[config.mk]
export PLATFORM = sky130hd
export DESIGN_NAME = zoom_line_reader
export DESIGN_NICKNAME = d
export VERILOG_FILES = /design/src/rtl/zoom_line_reader.sv
export SDC_FILE = /design/constraint.sdc
export NUM_CORES = 1
export LEC_CHECK = 0
export CORE_MARGIN = 2
export CORE_UTILIZATION = 52
export CTS_BUF_LIST = sky130_fd_sc_hd__clkbuf_4
export DETAILED_ROUTE_END_ITERATION = 10
export GPL_ROUTABILITY_DRIVEN = 1
export PLACE_DENSITY = 0.78
export RECOVER_POWER = 100
export SYNTH_ARGS = -nofsm -noshare
export SYNTH_HDL_FRONTEND = slang
export SYNTH_SLANG_ARGS = --single-unit
[constraint.sdc]
create_clock -name clk -period 3.93 [get_ports clk]
set_input_delay 0.393 -clock clk [delete_from_list [all_inputs] [get_ports clk]]
set_output_delay 0.393 -clock clk [all_outputs]
set_load 0.01 [all_outputs]
[src/rtl/zoom_line_reader.sv]
// zoom_line_reader: fetches one line from the zoom RAM and emits a nearest-neighbour rescaled pixel stream
module zoom_line_reader #(
  parameter int ADDR_WIDTH = 11,
  parameter int DATA_WIDTH = 16,
  parameter int FRAC_BITS  = 12
) (
  input  logic                            clk,
  input  logic                            rst_n,
  input  logic                            start,
  input  logic [ADDR_WIDTH:0]             line_len,
  input  logic [ADDR_WIDTH:0]             out_len,
  input  logic [ADDR_WIDTH+FRAC_BITS-1:0] step,
  output logic                            busy,
  output logic                            done,
  output logic                            ram_rd_en,
  output logic [ADDR_WIDTH-1:0]           ram_rd_addr,
  input  logic [DATA_WIDTH-1:0]           ram_rd_data,
  output logic [DATA_WIDTH-1:0]           m_data,
  output logic                            m_valid,
  input  logic                            m_ready,
  output logic                            m_last
);
  localparam int AW = ADDR_WIDTH;
  localparam int SW = AW + FRAC_BITS;
  localparam int ACW = SW + 1;
  localparam logic [AW:0] ONE = 1;
  typedef enum logic [1:0] {S_IDLE, S_RUN, S_DRAIN, S_DONE} state_t;
  state_t                r_state;
  logic [AW:0]           r_line_len, r_out_len, r_issued, r_beats;
  logic [SW-1:0]         r_step;
  logic [ACW-1:0]        r_acc;
  logic                  r_inflight, r_rd_ptr, r_wr_ptr;
  logic [1:0]            r_cnt;
  logic [DATA_WIDTH-1:0] r_fifo [2];
  logic                  w_pop, w_issue;
  logic [AW:0]           w_idx, w_lim, w_addr;
  logic [ACW:0]          w_sum;
  assign m_valid = r_cnt != 2'd0;
  assign w_pop = m_valid && m_ready;
  // a beat leaving this cycle frees its slot, which keeps 1 pixel/clk without overflow
  assign w_issue = r_state == S_RUN &&
                   ({2'b0, r_inflight} + {1'b0, r_cnt} - {2'b0, w_pop}) < 3'd2;
  assign w_idx = r_acc[ACW-1:FRAC_BITS];
  assign w_lim = r_line_len - ONE;
  assign w_addr = w_idx > w_lim ? w_lim : w_idx;
  assign w_sum = {1'b0, r_acc} + {2'b0, r_step};
  assign ram_rd_en = w_issue;
  assign ram_rd_addr = w_issue ? w_addr[AW-1:0] : '0;
  assign busy = r_state != S_IDLE;
  assign done = r_state == S_DONE;
  assign m_data = m_valid ? r_fifo[r_rd_ptr] : '0;
  assign m_last = m_valid && r_beats == r_out_len - ONE;
  always_ff @(posedge clk or negedge rst_n) begin
    if (!rst_n) begin
      r_state    <= S_IDLE;
      r_line_len <= '0;
      r_out_len  <= '0;
      r_step     <= '0;
      r_acc      <= '0;
      r_issued   <= '0;
      r_beats    <= '0;
      r_inflight <= 1'b0;
      r_rd_ptr   <= 1'b0;
      r_wr_ptr   <= 1'b0;
      r_cnt      <= '0;
      r_fifo[0]  <= '0;
      r_fifo[1]  <= '0;
    end else begin
      if (r_inflight) begin
        r_fifo[r_wr_ptr] <= ram_rd_data;
        r_wr_ptr <= ~r_wr_ptr;
      end
      if (w_pop) begin
        r_rd_ptr <= ~r_rd_ptr;
        r_beats  <= r_beats + ONE;
      end
      r_cnt <= r_cnt + {1'b0, r_inflight} - {1'b0, w_pop};
      r_inflight <= w_issue;
      if (w_issue) begin
        r_acc    <= w_sum[ACW] ? '1 : w_sum[ACW-1:0];
        r_issued <= r_issued + ONE;
      end
      case (r_state)
        S_IDLE: if (start) begin
          r_line_len <= line_len;
          r_out_len  <= out_len;
          r_step     <= step;
          r_acc      <= '0;
          r_issued   <= '0;
          r_beats    <= '0;
          r_state    <= out_len != '0 ? S_RUN : S_DONE;
        end
        S_RUN:   if (w_issue && r_issued == r_out_len - ONE) r_state <= S_DRAIN;
        S_DRAIN: if (w_pop && r_beats == r_out_len - ONE) r_state <= S_DONE;
        default: r_state <= S_IDLE;
      endcase
    end
  end
endmodule

# Yosys cells after proc, flatten, opt, wreduce, memory -nomap -nowiden
# Index checks and enable logic that the tools add are counted.
[word_totals]
reg_bits = 134
latch_bits = 0
mem_bits_rw = 0
rom_bits = 0
in_bits = 67
out_inout_bits = 32
elab_cells = 75
mem_count = 0
[op_classes]
add_sub_neg = 9
n_mul = 0
div = 0
order_cmp = 5
eq_ne = 8
shifts = 0
mux = 24
bitwise_logic = 4
reduce_logical = 12
[op_table]
columns = ["op", "n"]
rows = [
  ["two-way mux 24 bit", 4],
  ["two-way mux 16 bit", 5],
  ["two-way mux 12 bit", 6],
  ["bitwise mux 32 bit", 1],
  ["adder 24 x 23 -> 25 bit", 1],
  ["adder 12 x 1 -> 12 bit, second input constant", 2],
  ["== test 12 bit", 2],
  ["subtractor 12 x 1 -> 12 bit, second input constant", 2],
  ["two-way mux 11 bit", 2],
  ["demux 16 bit (select 1 bit)", 1],
  ["> comparator 12 bit", 1],
  ["nonzero test 12 bit", 1],
  ["two-way mux 2 bit", 4],
  ["logical AND 1 bit", 6],
  ["case mux 2 bit (3 select lines)", 1],
  ["== test 2 bit, second input constant", 2],
  [">= comparator 2 bit, second input constant", 2],
  ["inequality test 2 bit, second input constant", 2],
  ["NOT 1 -> 2 bit", 2],
  ["nonzero test 2 bit", 2],
  ["adder 1 x 2 -> 3 bit", 1],
  ["less-than comparator 3 x 2 -> 1 bit, second input constant", 1],
  ["AND reduction 3 bit", 1],
  ["subtractor 3 x 1 -> 3 bit", 1],
  ["8 further kinds", 9],
]

# Logic depth before layout (Yosys ltp)
# Gate-level depths: netlist (run 1).
[logic_depth]
word_depth = 8
mapped_depth = 17
depth_no_buf = 17

# Worst setup path before layout (run 1)
# OpenSTA, ideal clock, no wires.
[synth_timing]
path_kind = "reg2reg"
from = "reg r_cnt[1]"
to = "reg r_state[1]"
setup_time_ps = 125
t_arrival_ps = 4231
required_ps = 3805
setup_slack_ps = -426
path_stages_with_launch = 18
n_path_buf = 0
cell_sequence = "dfrtp_1 nor2_1 inv_1 nand2_1 clkinv_1 ha_1 inv_1 ha_1 fa_1 xor2_1 nand3b_1 inv_1 nand4_1 a211o_1 or4_4 o41ai_4 o221a_4 mux2_4"
[synth_between]
elab_chain_len = 8
elab_cells_between_ends = 11
classes_between = "add/sub (2); order compare (1); eq/ne (2); reduce/logical (6)"
[synth_rtl]
columns = ["element", "line_no", "source"]
rows = [
  ["from (decl)", "33", "logic [1:0] r_cnt;"],
  ["from (signal assigned)", "77", "r_cnt <= r_cnt + {1'b0, r_inflight} - {1'b0, w_pop};"],
  ["nonzero test 2 bit (*)", "38", "assign m_valid = r_cnt != 2'd0;"],
  ["net m_valid", "19", "output logic m_valid,"],
  ["logical AND 1 bit (*)", "39", "assign w_pop = m_valid && m_ready;"],
  ["net w_pop", "35", "logic w_pop, w_issue;"],
  ["subtractor 3 x 1 -> 3 bit", "42", "({2'b0, r_inflight} + {1'b0, r_cnt} - {2'b0, w_pop}) < 3'd2;"],
  ["less-than comparator 3 x 2 -> 1 bit", "42", ""],
  ["logical AND 1 bit", "41", "assign w_issue = r_state == S_RUN &&"],
  ["logical AND 1 bit", "93", "S_RUN: if (w_issue && r_issued == r_out_len - ONE) r_state <= S_DRAIN;"],
  ["inequality test 2 x 1 -> 1 bit (no line)", "n/a", ""],
  ["AND reduction 3 bit (no line) (*)", "n/a", ""],
  ["to (signal assigned)", "91", "r_state <= out_len != '0 ? S_RUN : S_DONE;"],
  ["to (decl)", "28", "state_t r_state;"],
]
# Mark *: on every way through the listed nets, which the timed path passes. The rest lies on a longest branch.
# A chain may end at the register's enable or synchronous reset.

# Final worst setup path (run 1)
[layout_timing]
from = "reg r_line_len[2]"
to = "out ram_rd_addr[9]"
[layout_between]
elab_chain_len = 4
[layout_rtl]
columns = ["element", "line_no", "source"]
rows = [
  ["from (decl)", "29", "logic [AW:0] r_line_len, r_out_len, r_issued, r_beats;"],
  ["from (signal assigned)", "85", "r_line_len <= line_len;"],
  ["subtractor 12 x 1 -> 12 bit (*)", "44", "assign w_lim = r_line_len - ONE;"],
  ["> comparator 12 bit", "45", "assign w_addr = w_idx > w_lim ? w_lim : w_idx;"],
  ["two-way mux 11 bit (*)", "45", ""],
  ["two-way mux 11 bit (*)", "48", "assign ram_rd_addr = w_issue ? w_addr[AW-1:0] : '0;"],
  ["to (decl)", "16", "output logic [ADDR_WIDTH-1:0] ram_rd_addr,"],
]
# Every way passes the cells marked *; elsewhere a longest branch is shown, timed or not.

==> run metrics, run 1 <==
overall routed net length=19700 um; placer congestion estimate=between 0.8 and 0.9; clk buf depth=2; wire length per cell=~17 um; top_reg_cell synth=dfrtp_1; global-route wire length before repair=between 30000 and 40000 um; dpl hpwl=roughly 14000 um; grt ovf=0; Worst Tran Pin Value=2.06 ns; min Tclk post-route=3.95 ns; cell mode on critical path=a21o_1; Synth cell types=61; CP startpoint kind=flop; Seq/Total Area, Yosys=between 40% and 50%; Post-synth EDFFs=0; switching part of the total=44.4%; slowest library cell on the worst path=dfrtp_1; part of the cycle the worst path needs=101%; Synth Area in Compound Gates=roughly 13%; H-tree Lvls=4; Syn Area/Cell=a little over 9 um2; Crit Path Class=reg -> out; max incr delay on CP=~0.40 ns; Die Ht=128 um; power per cell area=just over 800 nW/um2; initial antenna violation count=1; met2 GRT Util=40.4%; Slew HR=-37.4%; Setup violations, final=3; CP endpoint kind=output pin; worst path cell trace=or3_4, nor3_1, xnor2_1, ha_1, a21o_1, a21o_1, a21oi_2, o221ai_4, o21a_4, buf_6, a211oi_2, buf_2; Die Wd=about 130 um; fraction of registers with async set/reset=100%; Util after Layout=64.9%; clock share of power=between 10% and 20%; largest net degree at the start of global routing=69; CTS tree=yes; post-synthesis adder-cell area fraction=about 7.7%; CTS clk-pin slew, worst paths=approximately 0.12 ns; Tot GR Track Use=approximately a quarter; Clock Root Buffer=clkbuf_4; Core Area=15100 um2; final setup margin=-0.0229 ns; failing checks=capacitance limit, slew limit, setup timing; combinational fraction of design power=58.5%; XOR/XNOR share of the synthesized area=9.14%; # IOs=approximately 100; Cell Area, Placed=slightly above 9000 um2; worst skew pair latency=0.54 ns; gr busiest metal=met2; main combinational cell family by area after synthesis=simple AND/OR/NAND/NOR gates; total of max-cap violations=2; design area=approximately 9800 um2; Final Max Slew Viols=110; YS warnings=0; post-synthesis simple-gate area fraction=between 10% and 20%; number of global-route vias before repair=~6600; Site Rows=between 40 and 50; Cells after Synth=860; required time worst endpoint=roughly 3.5 ns; Starting Density=52.7%; critical-path maximum fanout=8; clock skew=roughly 0.024 ns; port bufs=98; worst hold-check path type=in -> reg; Fin. Hold Viols=0; CP Data Arrival Time=3.56 ns; final hold slack=between 0.3 and 0.4 ns; fin nets=1101; Final Total Pwr=just under 8 mW; met3 usage=approximately 4.5%; CTS Buf Count=17; Vias/cell=around 5.6; Layout area overhead=23.1%; Antenna Nets Post-Route=0; Netlist Area Pre-Place=7960 um2; Flop pwr share=31.0%; setup TNS=-0.0476 ns; clock sink count=~130; unrepaired setup endpoints after global routing=true; Leak=roughly 4.6 nW; Max Clk Rate=~250 MHz; Yosys reg bits=~130; Mapped Nets=between 900 and 1000; sw power=roughly 3.5 mW; DR pass1 iterations=5; layout cells sized above 1=16.6%; DRT iter0 DRCs=526; Int Pwr=4.40 mW; met1 Resource Use GR=between 30% and 40%; peak supply drop=~0.00052 V; status=finished with violations; area of the die=16300 um2; mux cell area share after synthesis=between 6 and 7%; Via Count=6626; Remaining DRCs=0
[worst max-delay path: cells and delay by family (launching register included)]
kind | cells | cell delay (ns)
buf+inv | 2 | 0.30
flops | 1 | 0.40
xor+xnor | 1 | 0.26
simple gates | 2 | 0.64
fa+ha+maj | 1 | 0.33
compound gates | 6 | 1.08
[metal layers]
metal | share of wire [%] | wire (um)
met5 | 0 | 0
met3 | 4.3 | 852
met4 | 2.0 | 390
met1 | 46 | 9050
met2 | 48 | 9370
[per-stage QoR]
step,cells,setup slack (ns)
6_report,1185,-0.0229
3_5_place_dp,1138,-0.192
3_3_place_gp,1138,-0.0438
5_1_grt,1185,-0.223
2_1_floorplan,860,0.0477
4_1_cts,1175,-0.0855
[cell usage in the layout (no fill, tap or decap), types with 4 or more instances in the layout]
cell type | Yosys | routed
a211oi_2 | 0 | 10
a21o_1 | 17 | 17
a21oi_1 | 42 | 40
a31oi_1 | 15 | 15
and3_1 | 15 | 15
buf_2 | 2 | 11
buf_4 | 2 | 30
buf_6 | 0 | 5
clkbuf_2 | 0 | 4
clkbuf_4 | 0 | 17
clkdlybuf4s50_1 | 0 | 66
clkinvlp_4 | 0 | 5
dfrtp_1 | 134 | 131
dlygate4sd3_1 | 0 | 20
ha_1 | 46 | 46
inv_1 | 23 | 21
mux2_2 | 32 | 32
mux2i_1 | 18 | 18
nand2_1 | 166 | 164
nand2b_1 | 4 | 4
nand3_1 | 9 | 8
nand4_1 | 8 | 8
nor2_1 | 76 | 72
nor2b_1 | 5 | 5
nor3_1 | 12 | 9
o21ai_0 | 44 | 44
o21bai_1 | 5 | 5
or3_1 | 6 | 5
xnor2_1 | 43 | 40
xor2_1 | 40 | 40
[area by class of cell]
type	count	area [um2]
antenna	1	2.50
clock buffer	17	128
clock inverter	12	109
fill	1233	5290
inverter	24	95.1
multi-input combinational	668	4610
sequential	134	3360
tap	188	235
timing repair buffer	141	1260
[registers in the layout (all words and copies together), names as in the netlist, 2 cells and up]
signal / count
r_issued: 12
r_state: 2
r_line_len: 12
r_beats: 12
r_fifo: 32
r_acc: 24
r_cnt: 2
r_step: 23
r_out_len: 12
[path summary, 6_finish.rpt]
kind | startpoint | endpoint | slack, ns | cells after the start
setup / recovery | r_line_len[2] | ram_rd_addr[9] | -0.02 | 12
hold / removal | step[14] | r_step[14] | 0.36 | 3
setup reg to reg | r_cnt[1] | r_state[1] | -0.02 | 16
hold reg to reg | r_step[17] | r_step[17] | 0.50 | 2
max in group asynchronous | rst_n | r_fifo[2] | 1.35 | 3
min in group asynchronous | rst_n | r_acc[8] | 0.85 | 2
[power groups by stage]
stage               Combinational (mW)  Sequential [mW]  Clock (mW)
global placement                  4.07             2.45           0
global route                      5.14             2.53       0.905
finish                            4.64             2.46       0.829
CTS                               4.48             2.45       0.847
detailed placement                4.18             2.46           0
floorplan                         3.04             2.26           0
[logic make-up after synthesis]
kind of cell	Yosys count
AND/OR/NAND/NOR	325
AO/OA/AOI/OAI	160
buffers and inverters	59
flip-flops	134
multiplexers	51
XOR/XNOR	83
adder cells (fa/ha/maj)	48
[cell usage after synthesis (3+ instances only)]
master    instances  area [um2]
a21oi_1          42         210
nand3_1           9        45.0
buf_1             3        11.3
and3_1           15        93.8
nor2b_1           5        31.3
ha_1             46         576
o21bai_1          5        37.5
nand2_1         166         623
inv_1            23        86.3
mux2i_1          18         180
clkbuf_1         28         105
a31oi_1          15        93.8
mux2_2           32         360
a211oi_1         13        97.6
or3_1             6        37.5
nand4_1           8        50.1
a21o_1           17         128
dfrtp_1         134        3350
nand2b_1          4        25.0
nor2_1           76         285
nor3_1           12        60.1
xor2_1           40         350
a221oi_1          3        26.3
o21a_1            3        22.5
xnor2_1          43         377
o21ai_0          44         220
nor4_1            5        31.3
[timing repair]
action | in CTS | in global routing
gates resized for setup | 83 | 19
cloned | 1 | 0
setup buffers | 6 | 9
setup endpoints to repair | 13 | 14
pin swaps | 24 | 12
endpoints found under the hold margin | 66 | 0
hold buffers | 1 | 0
Note: power is estimated with default switching activity, not from simulation.
==> run 2: changes to the inputs <==
CORE_ASPECT_RATIO = 2   (was default)
CORE_UTILIZATION = 63   (was 52)
PLACE_DENSITY = 0.89   (was 0.78)
clock period = 5.01 ns   (was 3.93 ns; I/O delays follow)
==> run metrics, run 2 (synthesis results as in run 1) <==
peak supply drop=around 0.00047 V; Tot GR Track Use=31.3%; clock sink count=~130; part of the cycle the worst path needs=a little over nine tenths; Setup violations, final=0; Largest delay share family, worst path=simple AND/OR/NAND/NOR gates; Slew HR=-163%; clk buf depth=2; final setup margin=~0.24 ns; power per cell area=between 600 and 700 nW/um2; worst path cell trace=or3_1, nor2_1, nand3_1, nor4_2, xnor2_1, ha_1, nand4_1, or2_2, o221ai_2, o21a_4, nor2_1, a211oi_1, dlygate4sd3_1; Die Wd=between 80 and 90 um; initial antenna violation count=1; DR pass1 iterations=7; grt ovf=0; clock skew=0.0216 ns; wire length per cell=roughly 18 um; min Tclk post-route=approximately 4.8 ns; placer congestion estimate=0.936; critical-path maximum fanout=11; CP startpoint kind=flop; worst skew pair latency=0.54 ns; Via Count=roughly 6800; Core Area=around 12000 um2; Levels on crit path=13; Crit Path Class=reg -> out; Placement Setup Slack=between 0.4 and 0.5 ns; global-route wire length before repair=~34000 um; worst r2r src=r_cnt[1]; Register-to-Register Path Depth=17; CTS clk-pin slew, worst paths=0.14 ns; total of max-cap violations=2; most frequent cells in the layout=nand2_1 (165), dfrtp_1 (134), nor2_1 (76); RR Endpoint=r_state[1]; failing checks=capacitance limit, slew limit; CP endpoint kind=output pin; setup TNS=0 ns; overall routed net length=just over 20000 um; Die Ht=163 um; Vias/cell=roughly 6; unrepaired setup endpoints after global routing=false; dpl hpwl=approximately 14000 um; Final Total Pwr=5.92 mW; area of the die=between 10000 and 15000 um2; CP Data Arrival Time=between 4 and 5 ns; Site Rows=58; worst hold-check path type=in -> reg; Final Max Slew Viols=139; CTS Buf Count=17; required time worst endpoint=roughly 4.5 ns; commonest non-fill, non-tap cell in the layout=nand2_1; Regs by FF count=r_fifo: 32 flops, r_acc: 24 flops, r_step: 23 flops; largest register by flop count=r_fifo; Antenna Nets Post-Route=0; Starting Density=between 60% and 70%; max reg flops=32; cell mode on critical path=nor2_1; CTS tree=yes; layout cells sized above 1=8.93%; Max Clk Rate=between 200 and 250 MHz; slowest library cell on the worst path=dlygate4sd3_1; Worst R2R Setup Slack=0.42 ns; port bufs=slightly below 100; WP buf/inv=1; Leak=about 4.4 nW; largest net degree at the start of global routing=92; Layout area overhead=17.2%; Fin. Hold Viols=0; Remaining DRCs=0; number of global-route vias before repair=between 6000 and 7000; H-tree Lvls=4; status=finished with violations; cts hold-fix bufs=0; max incr delay on CP=approximately 0.66 ns; crit path to=ram_rd_addr[5]; critical path launch point=r_line_len[3]; # IOs=99; fin nets=about 1100; Worst Tran Pin Value=a little under 4 ns; DRT iter0 DRCs=about 500; Clock Root Buffer=clkbuf_4
run 2: stage by stage:
step                      util, %  area [um2]  cells  hold WS [ns]
final                        74.7        9320   1114         0.461
after global routing         74.7        9320   1114         0.447
after CTS                    74.7        9320   1112        0.0236
after detailed placement     72.4        9040   1080         0.470
after global placement       72.4        9040   1080         0.465
after floorplan                 -        7960    860         0.205
run 2: per-layer routing:
| metal | global-route usage, % | vias up | wire length, um |
|---|---|---|---|
| li1 | - | 3156 | - |
| met5 | 0 | - | 0 |
| met1 | 33.2 | 3234 | 7210 |
| met3 | 5.32 | 100 | 884 |
| met2 | 57.6 | 261 | 11100 |
| met4 | 18.3 | 0 | 1340 |
run 2: worst reg2reg max path, stage by stage, from the launching register on:
cell and delay, ns:
dfrtp_1 0.43, nor2_1 0.15, inv_1 0.08, nand2_1 0.15
clkinv_1 0.21, ha_1 0.33, inv_1 0.04, ha_1 0.18
fa_1 0.38, xor2_1 0.18, nand3b_1 0.14, inv_1 0.10
nand4_1 0.09, a211o_1 0.29, or4_2 0.67, o41ai_1 0.48
o221a_4 0.30, mux2_4 0.29
run 2: worst min-delay path by stage:
stage,endpoint,depth (start not counted),slack [ns],startpoint
floorplan,r_acc[0],0,0.21,rst_n
CTS,r_step[3],1,0.02,rst_n
global route,r_step[20],3,0.45,step[20]
detailed placement,r_step[12],2,0.47,r_step[12]
global placement,r_step[5],2,0.47,r_step[5]
finish,r_line_len[9],3,0.46,line_len[9]
run 2: timing repair:
action / CTS / global route
buffers inserted: 0 / 0
endpoints found under the setup margin: 10 / 11
gates cloned: 0 / 1
resized for setup: 1 / 4
run 2: where the power goes:
group	switching [mW]	internal, mW	total (mW)
Clock	0.424	0.305	0.729
Sequential	0.458	1.51	1.97
Combinational	1.78	1.44	3.22
Total	2.66	3.25	5.92
run 2: cell type report:
cell class              count  area [um2]
clock buffers              18         135
clock inverters            14         146
diodes                      1        2.50
repair buffers            105        1020
fillers                   871        3160
multi-input cells         668        4390
inverters                  24        90.1
flip-flops and latches    134        3350
well taps                 150         188
==> edit: new RTL, settings of run 1 <==
Re-encode `state_t` (4 states) as one-hot, 4 bits wide.
--- a/src/rtl/zoom_line_reader.sv
+++ b/src/rtl/zoom_line_reader.sv
@@ -24,7 +24,7 @@
   localparam int SW = AW + FRAC_BITS;
   localparam int ACW = SW + 1;
   localparam logic [AW:0] ONE = 1;
-  typedef enum logic [1:0] {S_IDLE, S_RUN, S_DRAIN, S_DONE} state_t;
+  typedef enum logic [3:0] {S_IDLE = 4'b0001, S_RUN = 4'b0010, S_DRAIN = 4'b0100, S_DONE = 4'b1000} state_t;
   state_t                r_state;
   logic [AW:0]           r_line_len, r_out_len, r_issued, r_beats;
   logic [SW-1:0]         r_step;
Check against the original RTL: no difference found for any inputs over 4 cycles, from zero or initial values and one cycle with rst_n low; so few cycles prove little.
==> edit against run 1 <==
- the flow still finishes with violations (max-capacitance violations, max-slew violations, negative setup slack)
- die area down 1.9%
- hold slack better by 0.0098 ns
- routed wire length down 8.8%
- via count down 4.5%
- clock power up 14%
- area after synthesis down 2.0%
- sequential power down 5%
- utilization up 0.31 points
- count of clock-buffer cells in the layout unchanged
- setup slack worse by 0.12 ns
- design area down 2.9%
- final cell count down 2.8%
- total power down 15%
- sequential cell count up 2
- critical path type unchanged
- highest routed layer unchanged
==> edit: results (changes against run 1) <==
Run status
  • Status: finished with violations
  • Failing checks: max-capacitance violations, max-slew violations, negative setup slack

Finish
  • Largest registers: r_fifo (32), r_acc (24), r_step (23)
  • # fillers: 1,204 (-2.4%)
  • Antenna diodes: 0 (-1)
  • Fin nets: 1,065 (-3.3%)
  • Layout cells sized above 1: 14.6% (-2.0 points)

Logic synthesis
  • Post-synth EDFFs: 0 (unchanged)
  • Top post-synthesis cells by area: dfrtp_1 (43%), nand2_1 (8.0%), ha_1 (6.6%)
  • Synthesized area per cell: 9.36 sq um (+1.2%)
  • Mapped Nets: 943 (-3.3%)
  • Unique masters post-synth: 57 (-6.6%)
  • Seq/Total Area, Yosys: 43.6% (+1.5 points)
  • Post-synth top cells: nand2_1 (167), dfrtp_1 (135), nor2_1 (64), a21oi_1 (49), xor2_1 (45)

Setup path
  • CP Launch Point: r_line_len[5]$_DFFE_PN0P_
  • CP arrival: 3.68 ns (+0.12 ns)
  • CP max stage delay: 0.43 ns (+0.03 ns)
  • FF-to-FF Start: r_cnt[0]$_DFF_PN0_
  • Critical Path End: ram_rd_addr[1]
  • Reg-to-reg endpoint: r_acc[12]$_DFF_PN0_
  • CP max stage cell: or4_4
  • Worst reg-to-reg setup slack: 0.22 ns (+0.24 ns)

Placement
  • Placer Congestion: 0.919 (+3.4%)
  • Placed cells: 1,110 (-2.5%)
  • Post-DP HPWL: 12,400 um (-7.9%)

Routing
  • Detail-routed via count per cell: 5.50 (-1.7%)
  • WL/cell: 15.6 um (-6.2%)
  • Initial drt markers: 401 (-24%)

Timing
  • Tightest Pin Transition: 2.87 ns (+0.807 ns)
  • Final worst-path setup slack: -0.145 ns (-0.122 ns)
  • Clock skew: 0.0200 ns (-0.00392 ns)
  • Slew Viols, Final: 119 (+8.2%)
  • Final setup viols: 12 (+9)
  • TNS Setup: -1.37 ns (-1.32 ns)

GRT
  • First-pass GRT wire length: 29,900 um (-7.6%)
  • Largest net degree at the start of global routing: 119 (+72%)
  • Antenna violations before repair: 0 (-1)
  • Total GRT Usage: 22.9% (-2.0 points)
  • Number of global-route vias before repair: 6,135 (-6.6%)

Power and ir drop
  • P_sw: 0.00281 W (-20%)
  • Lkg Pwr: 4.50 nW (-2.9%)
  • Worst VDD drop: 0.000393 V (-25%)

CTS
  • H-tree Lvls: 4 (unchanged)

Flow run
  • Max Cap Violations: 1 (-1)
## edit: worst max-delay path, delay by kind of cell (launching register included)
kind,cells,cell delay (ns)
XOR/XNOR,1,0.17
buffers and inverters,4,0.54
adder cells (fa/ha/maj),1,0.29
AO/OA/AOI/OAI,6,0.96
flip-flops,1,0.42
AND/OR/NAND/NOR,3,0.78
## edit: metal layers
metal,up-vias,wire [um],GRT usage (%)
met3,23,735,4.64
met4,0,276,5.56
met2,133,8900,38.4
met1,3049,8020,30.6
met5,-,0,0
li1,3126,-,-
## edit: power by group through the flow
stage / Sequential [W] / Combinational (W) / Clock (W)
floorplan: 0.00221 / 0.00231 / 0
global placement: 0.00234 / 0.00324 / 0
detailed placement: 0.00236 / 0.00331 / 0
CTS: 0.00234 / 0.00339 / 0.000965
global route: 0.00240 / 0.00387 / 0.00104
finish: 0.00233 / 0.00348 / 0.000943
## edit: area by class of cell
class,count,area [sq um],area share [%]
Clock buffer,17,128,1.34
Clock inverter,15,169,1.77
Inverter,21,86.3,0.907
Multi-Input combinational cell,641,4230,44.4
Sequential cell,136,3410,35.8
Tap cell,184,230,2.42
Timing Repair Buffer,138,1270,13.3
## edit: metrics by stage
stage                     total power (W)  util, %  hold WS (ns)  cell area (sq um)  worst slack (ns)
final                             0.00676     65.2         0.368               9520            -0.145
after global routing              0.00731     65.2         0.333               9520            -0.330
after CTS                         0.00670     64.9        0.0247               9470            -0.276
after detailed placement          0.00568     62.6         0.475               9130            -0.178
after global placement            0.00557     62.6         0.467               9130            -0.122
after floorplan                   0.00452        -        0.0974               7800             0.257
## edit: repair_timing
item                                    CTS  global route
gates cloned                              0             2
endpoints found under the setup margin   13            13
resized for setup                        70            20
setup buffers                             4             5
pin swaps                                10            16
## edit: worst min path at each step
| stage | startpoint | to | slack [ns] | cells past startpoint |
|---|---|---|---|---|
| floorplan | rst_n | r_acc[0]$_DFF_PN0_ | 0.1 | 0 |
| global placement | r_step[14]$_DFFE_PN0P_ | r_step[14]$_DFFE_PN0P_ | 0.47 | 2 |
| detailed placement | r_step[14]$_DFFE_PN0P_ | r_step[14]$_DFFE_PN0P_ | 0.47 | 2 |
| CTS | rst_n | r_fifo[17]$_DFFE_PN0P_ | 0.02 | 1 |
| global route | step[6] | r_step[6]$_DFFE_PN0P_ | 0.33 | 3 |
| finish | step[10] | r_step[10]$_DFFE_PN0P_ | 0.37 | 3 |
## edit: cells by family after synthesis
| kind of cell | share of synthesized area, % |
|---|---|
| compound gates | 11.7 |
| fa+ha+maj | 7.09 |
| flops | 43.6 |
| mux | 6.67 |
| buf+inv | 3.00 |
| xor+xnor | 9.54 |
| simple gates | 18.4 |
